## src/rtl/fpu_pkg.sv

```systemverilog
// Shared encodings for the divide/sqrt engine: op codes, special-result codes,
// FSM states and the unpacked-operand record.
package fpu_pkg;
  localparam logic OP_DIV  = 1'b0;
  localparam logic OP_SQRT = 1'b1;

  localparam logic [1:0] SPC_NORM = 2'b00;
  localparam logic [1:0] SPC_ZERO = 2'b01;
  localparam logic [1:0] SPC_INF  = 2'b10;
  localparam logic [1:0] SPC_NAN  = 2'b11;

  localparam int BIAS = 127;

  localparam logic [1:0] S_IDLE = 2'd0;
  localparam logic [1:0] S_RUN  = 2'd1;
  localparam logic [1:0] S_DONE = 2'd2;

  typedef struct packed {
    logic        sign;
    logic [7:0]  e;
    logic [23:0] m;
    logic        zero;
    logic        inf;
    logic        nan;
  } fp_unp_t;
endpackage

```

## src/rtl/fp_divsqrt_iter_if.sv

```systemverilog
// Issue/result bundle between the E1 operand stage, the divide/sqrt engine and the rounder.
interface fp_divsqrt_iter_if #(
  parameter int ITER = 26,
  parameter int CW   = 5
);
  logic            start;
  logic            op;
  logic [31:0]     a;
  logic [31:0]     b;
  logic            flush;
  logic            busy;
  logic [CW-1:0]   count;
  logic            done;
  logic [ITER-1:0] q;
  logic            sticky;
  logic [9:0]      exp;
  logic            sign;
  logic [1:0]      spc;

  modport master (output start, op, a, b, flush,
                  input  busy, count, done, q, sticky, exp, sign, spc);
  modport slave  (input  start, op, a, b, flush,
                  output busy, count, done, q, sticky, exp, sign, spc);
endinterface

```

## src/rtl/fp_unpack.sv

```systemverilog
// Splits an IEEE single into sign/exponent/1.f mantissa; denormals read as zero.
module fp_unpack
  import fpu_pkg::*;
(
  input  logic [31:0] x,
  output fp_unp_t     u
);
  always_comb begin
    u.sign = x[31];
    u.e    = x[30:23];
    u.m    = {1'b1, x[22:0]};
    u.zero = (x[30:23] == 8'd0);
    u.inf  = (x[30:23] == 8'hFF) && (x[22:0] == 23'd0);
    u.nan  = (x[30:23] == 8'hFF) && (x[22:0] != 23'd0);
  end
endmodule

```

## src/rtl/fp_divsqrt_iter.sv

```systemverilog
// Iterative restoring mantissa divide / square root, one result bit per cycle,
// feeding the normalise/round stage and driving the st_ds stall.
module fp_divsqrt_iter
  import fpu_pkg::*;
#(
  parameter int ITER = 26,
  parameter int CW   = 5
) (
  input  logic             clk,
  input  logic             clrn,
  fp_divsqrt_iter_if.slave bus
);
  localparam int RW = ITER + 2;

  fp_unp_t ua, ub;
  fp_unpack u_unp_a (.x(bus.a), .u(ua));
  fp_unpack u_unp_b (.x(bus.b), .u(ub));

  logic [1:0]      state;
  logic [CW-1:0]   count;
  logic [ITER-1:0] q_r;
  logic [RW-1:0]   rem;
  logic [23:0]     den;
  logic [25:0]     rad;
  logic            op_r, sign_r, sticky_r;
  logic [9:0]      exp_r;
  logic [1:0]      spc_r;

  logic [1:0] spc_n;
  logic       sign_n;
  logic [9:0] exp_n, e_unb, e_even;

  always_comb begin
    spc_n  = SPC_NORM;
    e_unb  = {2'b00, ua.e} - 10'(BIAS);
    e_even = e_unb - {9'd0, e_unb[0]};
    if (bus.op == OP_SQRT) begin
      sign_n = ua.sign;
      exp_n  = {e_even[9], e_even[9:1]} + 10'(BIAS);
      if (ua.nan || (ua.sign && !ua.zero)) spc_n = SPC_NAN;
      else if (ua.inf)                     spc_n = SPC_INF;
      else if (ua.zero)                    spc_n = SPC_ZERO;
    end else begin
      sign_n = ua.sign ^ ub.sign;
      exp_n  = {2'b00, ua.e} - {2'b00, ub.e} + 10'(BIAS);
      if (ua.nan || ub.nan || (ua.zero && ub.zero) || (ua.inf && ub.inf)) spc_n = SPC_NAN;
      else if (ub.zero || ua.inf)                                       spc_n = SPC_INF;
      else if (ua.zero || ub.inf)                                       spc_n = SPC_ZERO;
    end
  end

  // One restoring step; sqrt pulls the next radicand bit pair into the remainder.
  logic [RW-1:0] d_trial, s_trial, s_dif, rem_n;
  logic [RW+1:0] s_sh;
  logic          bit_n;

  always_comb begin
    d_trial = {1'b0, rem[RW-2:0]} - RW'(den);
    s_sh    = {rem, rad[25:24]};
    s_trial = {q_r, 2'b01};
    s_dif   = s_sh[RW-1:0] - s_trial;
    if (op_r == OP_SQRT) begin
      bit_n = (s_sh >= (RW+2)'(s_trial));
      rem_n = bit_n ? s_dif : s_sh[RW-1:0];
    end else begin
      bit_n = !d_trial[RW-1];
      rem_n = bit_n ? {d_trial[RW-2:0], 1'b0} : {rem[RW-2:0], 1'b0};
    end
  end

  always_ff @(posedge clk or negedge clrn) begin
    if (!clrn) begin
      state    <= S_IDLE;
      count    <= '0;
      q_r      <= '0;
      rem      <= '0;
      den      <= '0;
      rad      <= '0;
      op_r     <= 1'b0;
      sign_r   <= 1'b0;
      sticky_r <= 1'b0;
      exp_r    <= '0;
      spc_r    <= SPC_NORM;
    end else if (bus.flush) begin
      state <= S_IDLE;
      count <= '0;
    end else begin
      case (state)
        S_IDLE: if (bus.start) begin
          op_r     <= bus.op;
          sign_r   <= sign_n;
          spc_r    <= spc_n;
          q_r      <= '0;
          sticky_r <= 1'b0;
          den      <= ub.m;
          // Radicand scaled so its top bit pair is the integer part of 1.f or 2*1.f
          rad      <= e_unb[0] ? {ua.m, 2'b00} : {1'b0, ua.m, 1'b0};
          rem      <= (bus.op == OP_SQRT) ? '0 : RW'(ua.m);
          if (spc_n == SPC_NORM) begin
            exp_r <= exp_n;
            count <= CW'(ITER);
            state <= S_RUN;
          end else begin
            exp_r <= '0;
            count <= '0;
            state <= S_DONE;
          end
        end
        S_RUN: begin
          q_r   <= {q_r[ITER-2:0], bit_n};
          rem   <= rem_n;
          rad   <= {rad[23:0], 2'b00};
          count <= count - CW'(1);
          if (count == CW'(1)) begin
            sticky_r <= |rem_n;
            state    <= S_DONE;
          end
        end
        S_DONE:  state <= S_IDLE;
        default: state <= S_IDLE;
      endcase
    end
  end

  assign bus.busy   = (state == S_RUN);
  assign bus.done   = (state == S_DONE);
  assign bus.count  = count;
  assign bus.q      = q_r;
  assign bus.sticky = sticky_r;
  assign bus.exp    = exp_r;
  assign bus.sign   = sign_r;
  assign bus.spc    = spc_r;
endmodule

```

## src/flat_wrapper.sv

```systemverilog
// flat-port wrapper written by rule: the top's interface ports become plain ports
module fp_divsqrt_iter_flat import fpu_pkg::*;
#(
  parameter int ITER = 26,
  parameter int CW   = 5
)
  (clk, clrn, bus_start, bus_op, bus_a, bus_b, bus_flush, bus_busy, bus_count, bus_done, bus_q, bus_sticky, bus_exp, bus_sign, bus_spc);
  fp_divsqrt_iter_if #(.ITER(ITER), .CW(CW)) bus_i ();
  input  logic clk;
  input  logic clrn;
  input wire logic [$bits(bus_i.start)-1:0] bus_start;
  input wire logic [$bits(bus_i.op)-1:0] bus_op;
  input wire logic [$bits(bus_i.a)-1:0] bus_a;
  input wire logic [$bits(bus_i.b)-1:0] bus_b;
  input wire logic [$bits(bus_i.flush)-1:0] bus_flush;
  output wire logic [$bits(bus_i.busy)-1:0] bus_busy;
  output wire logic [$bits(bus_i.count)-1:0] bus_count;
  output wire logic [$bits(bus_i.done)-1:0] bus_done;
  output wire logic [$bits(bus_i.q)-1:0] bus_q;
  output wire logic [$bits(bus_i.sticky)-1:0] bus_sticky;
  output wire logic [$bits(bus_i.exp)-1:0] bus_exp;
  output wire logic [$bits(bus_i.sign)-1:0] bus_sign;
  output wire logic [$bits(bus_i.spc)-1:0] bus_spc;
  assign bus_i.start = bus_start;
  assign bus_i.op = bus_op;
  assign bus_i.a = bus_a;
  assign bus_i.b = bus_b;
  assign bus_i.flush = bus_flush;
  assign bus_busy = bus_i.busy;
  assign bus_count = bus_i.count;
  assign bus_done = bus_i.done;
  assign bus_q = bus_i.q;
  assign bus_sticky = bus_i.sticky;
  assign bus_exp = bus_i.exp;
  assign bus_sign = bus_i.sign;
  assign bus_spc = bus_i.spc;
  fp_divsqrt_iter #(.ITER(ITER), .CW(CW)) u_core (.clk(clk), .clrn(clrn), .bus(bus_i));
endmodule
```

## config.mk

```make
export PLATFORM = sky130hd
export DESIGN_NAME = fp_divsqrt_iter_flat
export DESIGN_NICKNAME = d
export VERILOG_FILES = /design/src/rtl/fpu_pkg.sv /design/src/rtl/fp_divsqrt_iter_if.sv /design/src/rtl/fp_unpack.sv /design/src/rtl/fp_divsqrt_iter.sv /design/src/flat_wrapper.sv
export SDC_FILE = /design/constraint.sdc
export NUM_CORES = 1
export LEC_CHECK = 0
export BUFFER_PORTS_ARGS = -buffer_cell sky130_fd_sc_hd__buf_2
export CAP_MARGIN = 20
export CORE_AREA = 2 2 156 158
export DETAILED_ROUTE_END_ITERATION = 8
export DIE_AREA = 0 0 158 160
export GPL_ROUTABILITY_DRIVEN = 0
export PLACE_DENSITY = 0.64
export SLEW_MARGIN = 20
export SYNTH_ARGS = -nofsm -noshare
export SYNTH_HDL_FRONTEND = slang
export SYNTH_SLANG_ARGS = --single-unit
```

## constraint.sdc

```tcl
create_clock -name clk -period 8.55 [get_ports clk]
set_input_delay 0.855 -clock clk [delete_from_list [all_inputs] [get_ports clk]]
set_output_delay 0.855 -clock clk [all_outputs]
set_load 0.02 [all_outputs]
```

# ---- Word level (Yosys, flattened, before mapping)
# Index checks and enable logic that the tools add are counted.
dict set report classes {
  n_eq_ne 9
  reduce_logical 31
  n_addsub 8
  muxes 34
  magnitude_cmp 1
  bitwise 2
}
# op n
set ops {}
lappend ops {{$mux W28} 4}
lappend ops {{$pmux W26 S2} 2}
lappend ops {{$mux W26} 3}
lappend ops {{$pmux W28 S2} 1}
lappend ops {{$logic_not A23 Y1} 2}
lappend ops {{$reduce_bool A23 Y1} 2}
lappend ops {{$ge A30 B28 Y1} 1}
lappend ops {{$reduce_or A28 Y1} 1}
lappend ops {{$sub A27 B24 Y28} 1}
lappend ops {{$sub A28 B28 Y28} 1}
lappend ops {{$mux W24} 1}
lappend ops {{$mux W10} 2}
lappend ops {{$mux W2} 9}
lappend ops {{$eq A8 B8 Y1 const B} 2}
lappend ops {{$logic_not A8 Y1} 2}
lappend ops {{$mux W5} 3}
lappend ops {{$add A10 B7 Y10 const B} 1}
lappend ops {{$add A9 B8 Y10 const B} 1}
lappend ops {{$pmux W5 S2} 1}
lappend ops {{$sub A10 B1 Y10} 1}
lappend ops {{$sub A8 B7 Y9 const B} 1}
lappend ops {{$sub A8 B8 Y9} 1}
lappend ops {{$logic_and A1 B1 Y1} 7}
lappend ops {{$logic_or A1 B1 Y1} 6}
lappend ops {{other kinds (20)} 29}
dict set report totals {
  out_inout_bits 47
  register_bits 126
  in_bits 69
  elab_cells 96
}

# ---- Depth between registers and ports, before layout
dict set report logic_depth {
  word_depth 12
  depth_mapped 15
}

# ---- Modules after synthesis
# From an unflattened synthesis, not the netlist that was laid out.
dict set report hier_totals {
  hier_cells 1444
  hier_area_um2 11088.1
}
# mod instances area_each_um2 cells_each
set by_module_without_submodules {}
lappend by_module_without_submodules {fp_divsqrt_iter 1 10387.5 1344}
lappend by_module_without_submodules {fp_unpack 2 350.3 50}

# ---- Worst setup path after synthesis
# OpenSTA, ideal clock, no wires.
dict set report synth_timing {
  path_type {input to register}
  from {in bus_a[23]}
  to {reg u_core.exp_r[7] (netlist: u_core.bus.exp[7])}
  cell_stages 15
  slack_ns 5.084
  arrival_ns 3.383
  setup_ns 0.083
  path_cell_list {inv_1 -> clkbuf_1 -> ha_1 -> inv_1 -> fa_1 -> a21o_1 -> a21oi_1 -> o21ai_0 -> a21oi_1 -> xnor2_1 -> o211ai_1 -> nor2_1 -> nor3_1 -> o31a_1 -> o21ai_0}
}
dict set report synth_between {
  elab_chain_len 9
}
# item line
set synth_lines {}
lappend synth_lines {{start: declaration} flat_wrapper.sv:13} ;# input wire logic [$bits(bus_i.a)-1:0] bus_a;
lappend synth_lines {{parallel branches: the longest is 8 deep, another holds $sub A10 B1 Y10} n/a}
lappend synth_lines {{$mux W10 *} fp_divsqrt_iter.sv:99} ;# if (spc_n == SPC_NORM) begin
lappend synth_lines {{end signal: assignment} fp_divsqrt_iter.sv:100} ;# exp_r <= exp_n;
lappend synth_lines {{end: declaration} fp_divsqrt_iter.sv:26} ;# logic [9:0] exp_r;
# Mark *: on every way between the ends.
# A chain may end at the register's enable or synchronous reset.

# ---- Worst setup path in the final report
dict set report layout_timing {
  from {reg u_core.rem[19]}
  to {reg u_core.sticky_r (netlist: u_core.bus.sticky)}
}
dict set report layout_between {
  elab_chain_len 6
}
# item line
set layout_lines {}
lappend layout_lines {{start: declaration} fp_divsqrt_iter.sv:22} ;# logic [RW-1:0] rem;
lappend layout_lines {{start signal: assignment} fp_divsqrt_iter.sv:98} ;# rem <= (bus.op == OP_SQRT) ? '0 : RW'(ua.m);
lappend layout_lines {{start signal: assignment} fp_divsqrt_iter.sv:111} ;# rem <= rem_n;
lappend layout_lines {{$sub A28 B28 Y28, or another cell as far along} fp_divsqrt_iter.sv:61} ;# s_dif = s_sh[RW-1:0] - s_trial;
lappend layout_lines {{$mux W28 (on tied branches)} {fp_divsqrt_iter.sv:64, fp_divsqrt_iter.sv:67}}
lappend layout_lines {{$mux W28 *} fp_divsqrt_iter.sv:62} ;# if (op_r == OP_SQRT) begin
lappend layout_lines {{$reduce_or A28 Y1 *} fp_divsqrt_iter.sv:115} ;# sticky_r <= |rem_n;
lappend layout_lines {{$mux W1 *} fp_divsqrt_iter.sv:114} ;# if (count == CW'(1)) begin
lappend layout_lines {{$pmux W1 S2 *} fp_divsqrt_iter.sv:88} ;# case (state)
lappend layout_lines {{end signal: assignment} fp_divsqrt_iter.sv:115}
lappend layout_lines {{end: declaration} fp_divsqrt_iter.sv:25} ;# logic op_r, sign_r, sticky_r;
# Mark *: on every way between the ends. The rest lies on a longest branch, timed or not. The select of a mux whose other input is x is not followed.

==> results.yml <==
min_path:
  min_to: "u_core.bus.sign"
  min_from: "u_core.bus.sign"
  whs_path_depth: 2
  hold_path_class: "reg -> reg"
global_route:
  grt-ovfl-total: 0
  grt_pass1_wl_mm: 53.2
  grt_use_total_pct: 26.7
  grt_max_degree: 85
  antenna_found_initial: 0
  grt_pass1_vias: 9869
timing:
  report.final.hold_viol_count: 0
  min_period_ns: 3.97
  rsz0062_at_grt: "no"
  period_share_pct: 46.4
  relSlewSlack_pct: 15.4
  setup_viol: 0
  whs_ns: 0.472
  slew_violations: 0
  clock_skew_ns: 0.00860
  fin_tns_setup_ns: 0
  worstMarginPinSlew_ns: 1.26
  fmax_mhz: 252
logic_synthesis:
  synth_warnings: 0
  synthFlopType: "dfrtp_1"
  ys_ff_latch: 125
  async_reset_ff_share_pct: 100
  synth-seq-area-share_pct: 29.8
  syn_avg_cell_area_um2: 7.93
  synth_edf_count: 0
  synth_cell_types: 85
  synth_area_mm2: 0.0105
  synth_cells: 1325
  synth.net_count: 1462
clocking:
  root_buffer: "clkbuf_16"
  numCtsBuffers: 17
  cts_buffer_depth: 2
  cts_setup_buffers: 0
  clk-insertion-delay-late_ns: 0.43
  tritoncts: "built"
  ctsResizeCount: 0
  h-tree-depth: 4
  path_clk_slew_ns: 0.06
  cts_hold_buffers: 0
  clock-sinks: 125
floorplan:
  start_util_pct: 44.1
  io_pins: 116
  die_h_um: 160
  die_w_um: 158
  rows: 57
  core_mm2: 0.0238
  dieArea_mm2: 0.0253
worst_setup_path:
  r2r_cells: 11
  worst_path_largest_cell_delay_ns: 0.59
  crit_top_cell: "a41oi_1"
  worst_setup_path_end_kind: "flip-flop"
  cp_top_family: "simple AND/OR/NAND/NOR gates"
  cp-start-kind: "flip-flop"
  rr_startpoint: "u_core.rem[19]"
  r2r_end: "u_core.bus.sticky"
  r2r_slack_ns: 4.58
  worst-setup-path-type: "reg -> reg"
  critPathRequiredTime_ns: 8.84
  worstPathMaxFanout: 15
  cp_num_buf_inv: 0
  crit_path_cell_trace: "ha_1 -> a21oi_1 -> o21ai_0 -> a41oi_1 -> and4_1 -> nand2_2 -> or4_1 -> a311oi_1 -> nand4_1 -> nor4_2 -> a41oi_1"
  critical_path_arrival_ns: 4.26
  cp_slowest_cell: "and4_1"
job:
  drv_cap: 0
layout:
  layout-area-overhead-vs-synth_pct: 13.2
  layout.cells.most_common_list: "nand2_1, o21ai_0, dfrtp_1"
  final_util_pct: 49.9
  drive_gt1_share_pct: 14.6
  nets: 1532
  mostFrequentLayoutCell: "nand2_1"
  stdcell_area_mm2: 0.0119
  n_antenna_cell: 0
power_and_ir_drop:
  total_leakage_power_nw: 5.29
  power_w: 0.00501
  ir_worst_vdd_uv: 194
  powerDensity_mw_per_mm2: 422
placed_design:
  dp_hpwl_mm: 25.1
  place_area_mm2: 0.0113
  io_buffers: 115
routing:
  vias: 10600
  drtAntennaViolNets: 0
  drt_iter0_drc: 915
  wl_mm: 33.5
  wl_per_cell_um: 19.4
  drc: 0
  vias_per_cell: 6.13
  first_pass_iters: 6
outcome:
  status: "finished clean"
-- flip-flops by register name, summed over array words and instances, names as in the netlist, 2 cells and up --
signal	cells
u_core.den	24
u_core.rem	28
u_core.bus.spc	2
u_core.bus.count	5
u_core.rad	25
u_core.bus.exp	10
u_core.bus.q	26
u_core.state	2
-- routing by layer --
layer / vias up / GRT usage [%] / share of wire [%]
met5: - / 0 / 0
met4: 0 / 9.58 / 3.1
met1: 5043 / 35.9 / 43
met3: 73 / 5.67 / 7.6
met2: 454 / 42.5 / 46
li1: 5040 / - / -
-- per-stage QoR --
step | worst slack (ns) | std cells
final | 4.58 | 1732
after global routing | 4.34 | 1732
after CTS | 4.52 | 1731
after detailed placement | 4.47 | 1699
after global placement | 4.62 | 1699
after floorplan | 5.08 | 1325
-- report_power, final --
group	internal, W	switching, W
Clock	0.000488	0.000297
Sequential	0.000741	0.000198
Combinational	0.00124	0.00205
-- worst register-to-register path, delay by kind of cell, from the launching register on --
family,cells,cell delay [ns]
adders and majority gates,1,0.39
DFF,1,0.45
and+or+nand+nor,5,1.82
AOI/OAI and AO/OA,5,1.17
-- how the worst max path moves through the flow --
stage	to	cells after the start	slack, ns	startpoint
6_report	u_core.bus.sticky	11	4.58	u_core.rem[19]
3_3_place_gp	u_core.bus.exp[7]	15	4.62	bus_a[23]
4_1_cts	u_core.bus.sticky	11	4.52	u_core.rem[19]
2_1_floorplan	u_core.bus.exp[7]	15	5.08	bus_a[23]
5_1_grt	u_core.bus.sticky	11	4.34	u_core.rem[19]
3_5_place_dp	u_core.bus.exp[8]	13	4.47	bus_a[23]
-- cell type report --
type | count | area, um^2
Clock buffer | 18 | 429
Clock inverter | 14 | 191
Fill cell | 2366 | 11900
Inverter | 88 | 330
Multi-Input combinational cell | 1038 | 6750
Sequential cell | 125 | 3130
Tap cell | 324 | 405
Timing Repair Buffer | 125 | 657
-- cells by family (layout without fill, tap and decap cells) --
logic type,count (synthesis),in the layout,share of synthesized area (%)
and+or+nand+nor,453,453,20.8
AOI/OAI and AO/OA,434,434,27.8
buffers and inverters,162,245,6.13
DFF,125,125,29.8
adders and majority gates,68,68,8.24
xor gates and xnor gates,57,57,4.75
muxes,26,26,2.51
-- synth_stat cells, types with 4 or more instances --
master       n  area share [%]
a21oi_1     80             3.8
a31oi_1     14            0.83
buf_2       17            0.81
nand2_1    147             5.3
xor2_1      19             1.6
and4_1       4            0.33
o21a_1      18             1.3
a41oi_1      4            0.33
buf_1        4            0.14
and3_1      19             1.1
mux2i_1     23             2.2
o31ai_1      8            0.57
o221a_2     14             1.5
inv_1       87             3.1
nor3_1      38             1.8
nand4_1     20             1.2
a211oi_1     9            0.64
clkbuf_1    50             1.8
xnor2_1     38             3.2
nor4_1      21             1.3
nor2_1      72             2.6
and2_1       6            0.36
o211a_1      4            0.38
a22o_1       8            0.67
o2111ai_1    7            0.58
a21boi_0     7            0.50
a21o_1      14             1.0
nand2b_1     9            0.54
nor2b_1     10            0.60
o211ai_1    23             1.6
ha_1        66             7.9
or4_1        4            0.29
dfrtp_1    125              30
nor3b_1      5            0.36
or3_1        7            0.42
or2_2        4            0.24
a211o_1      8            0.67
a311oi_1     5            0.42
a31o_2       7            0.58
nand3_1     78             3.7
o21ai_0    138             6.6
o22ai_1      4            0.24
a22oi_1     11            0.79
Power figures use the tool's default switching activity.
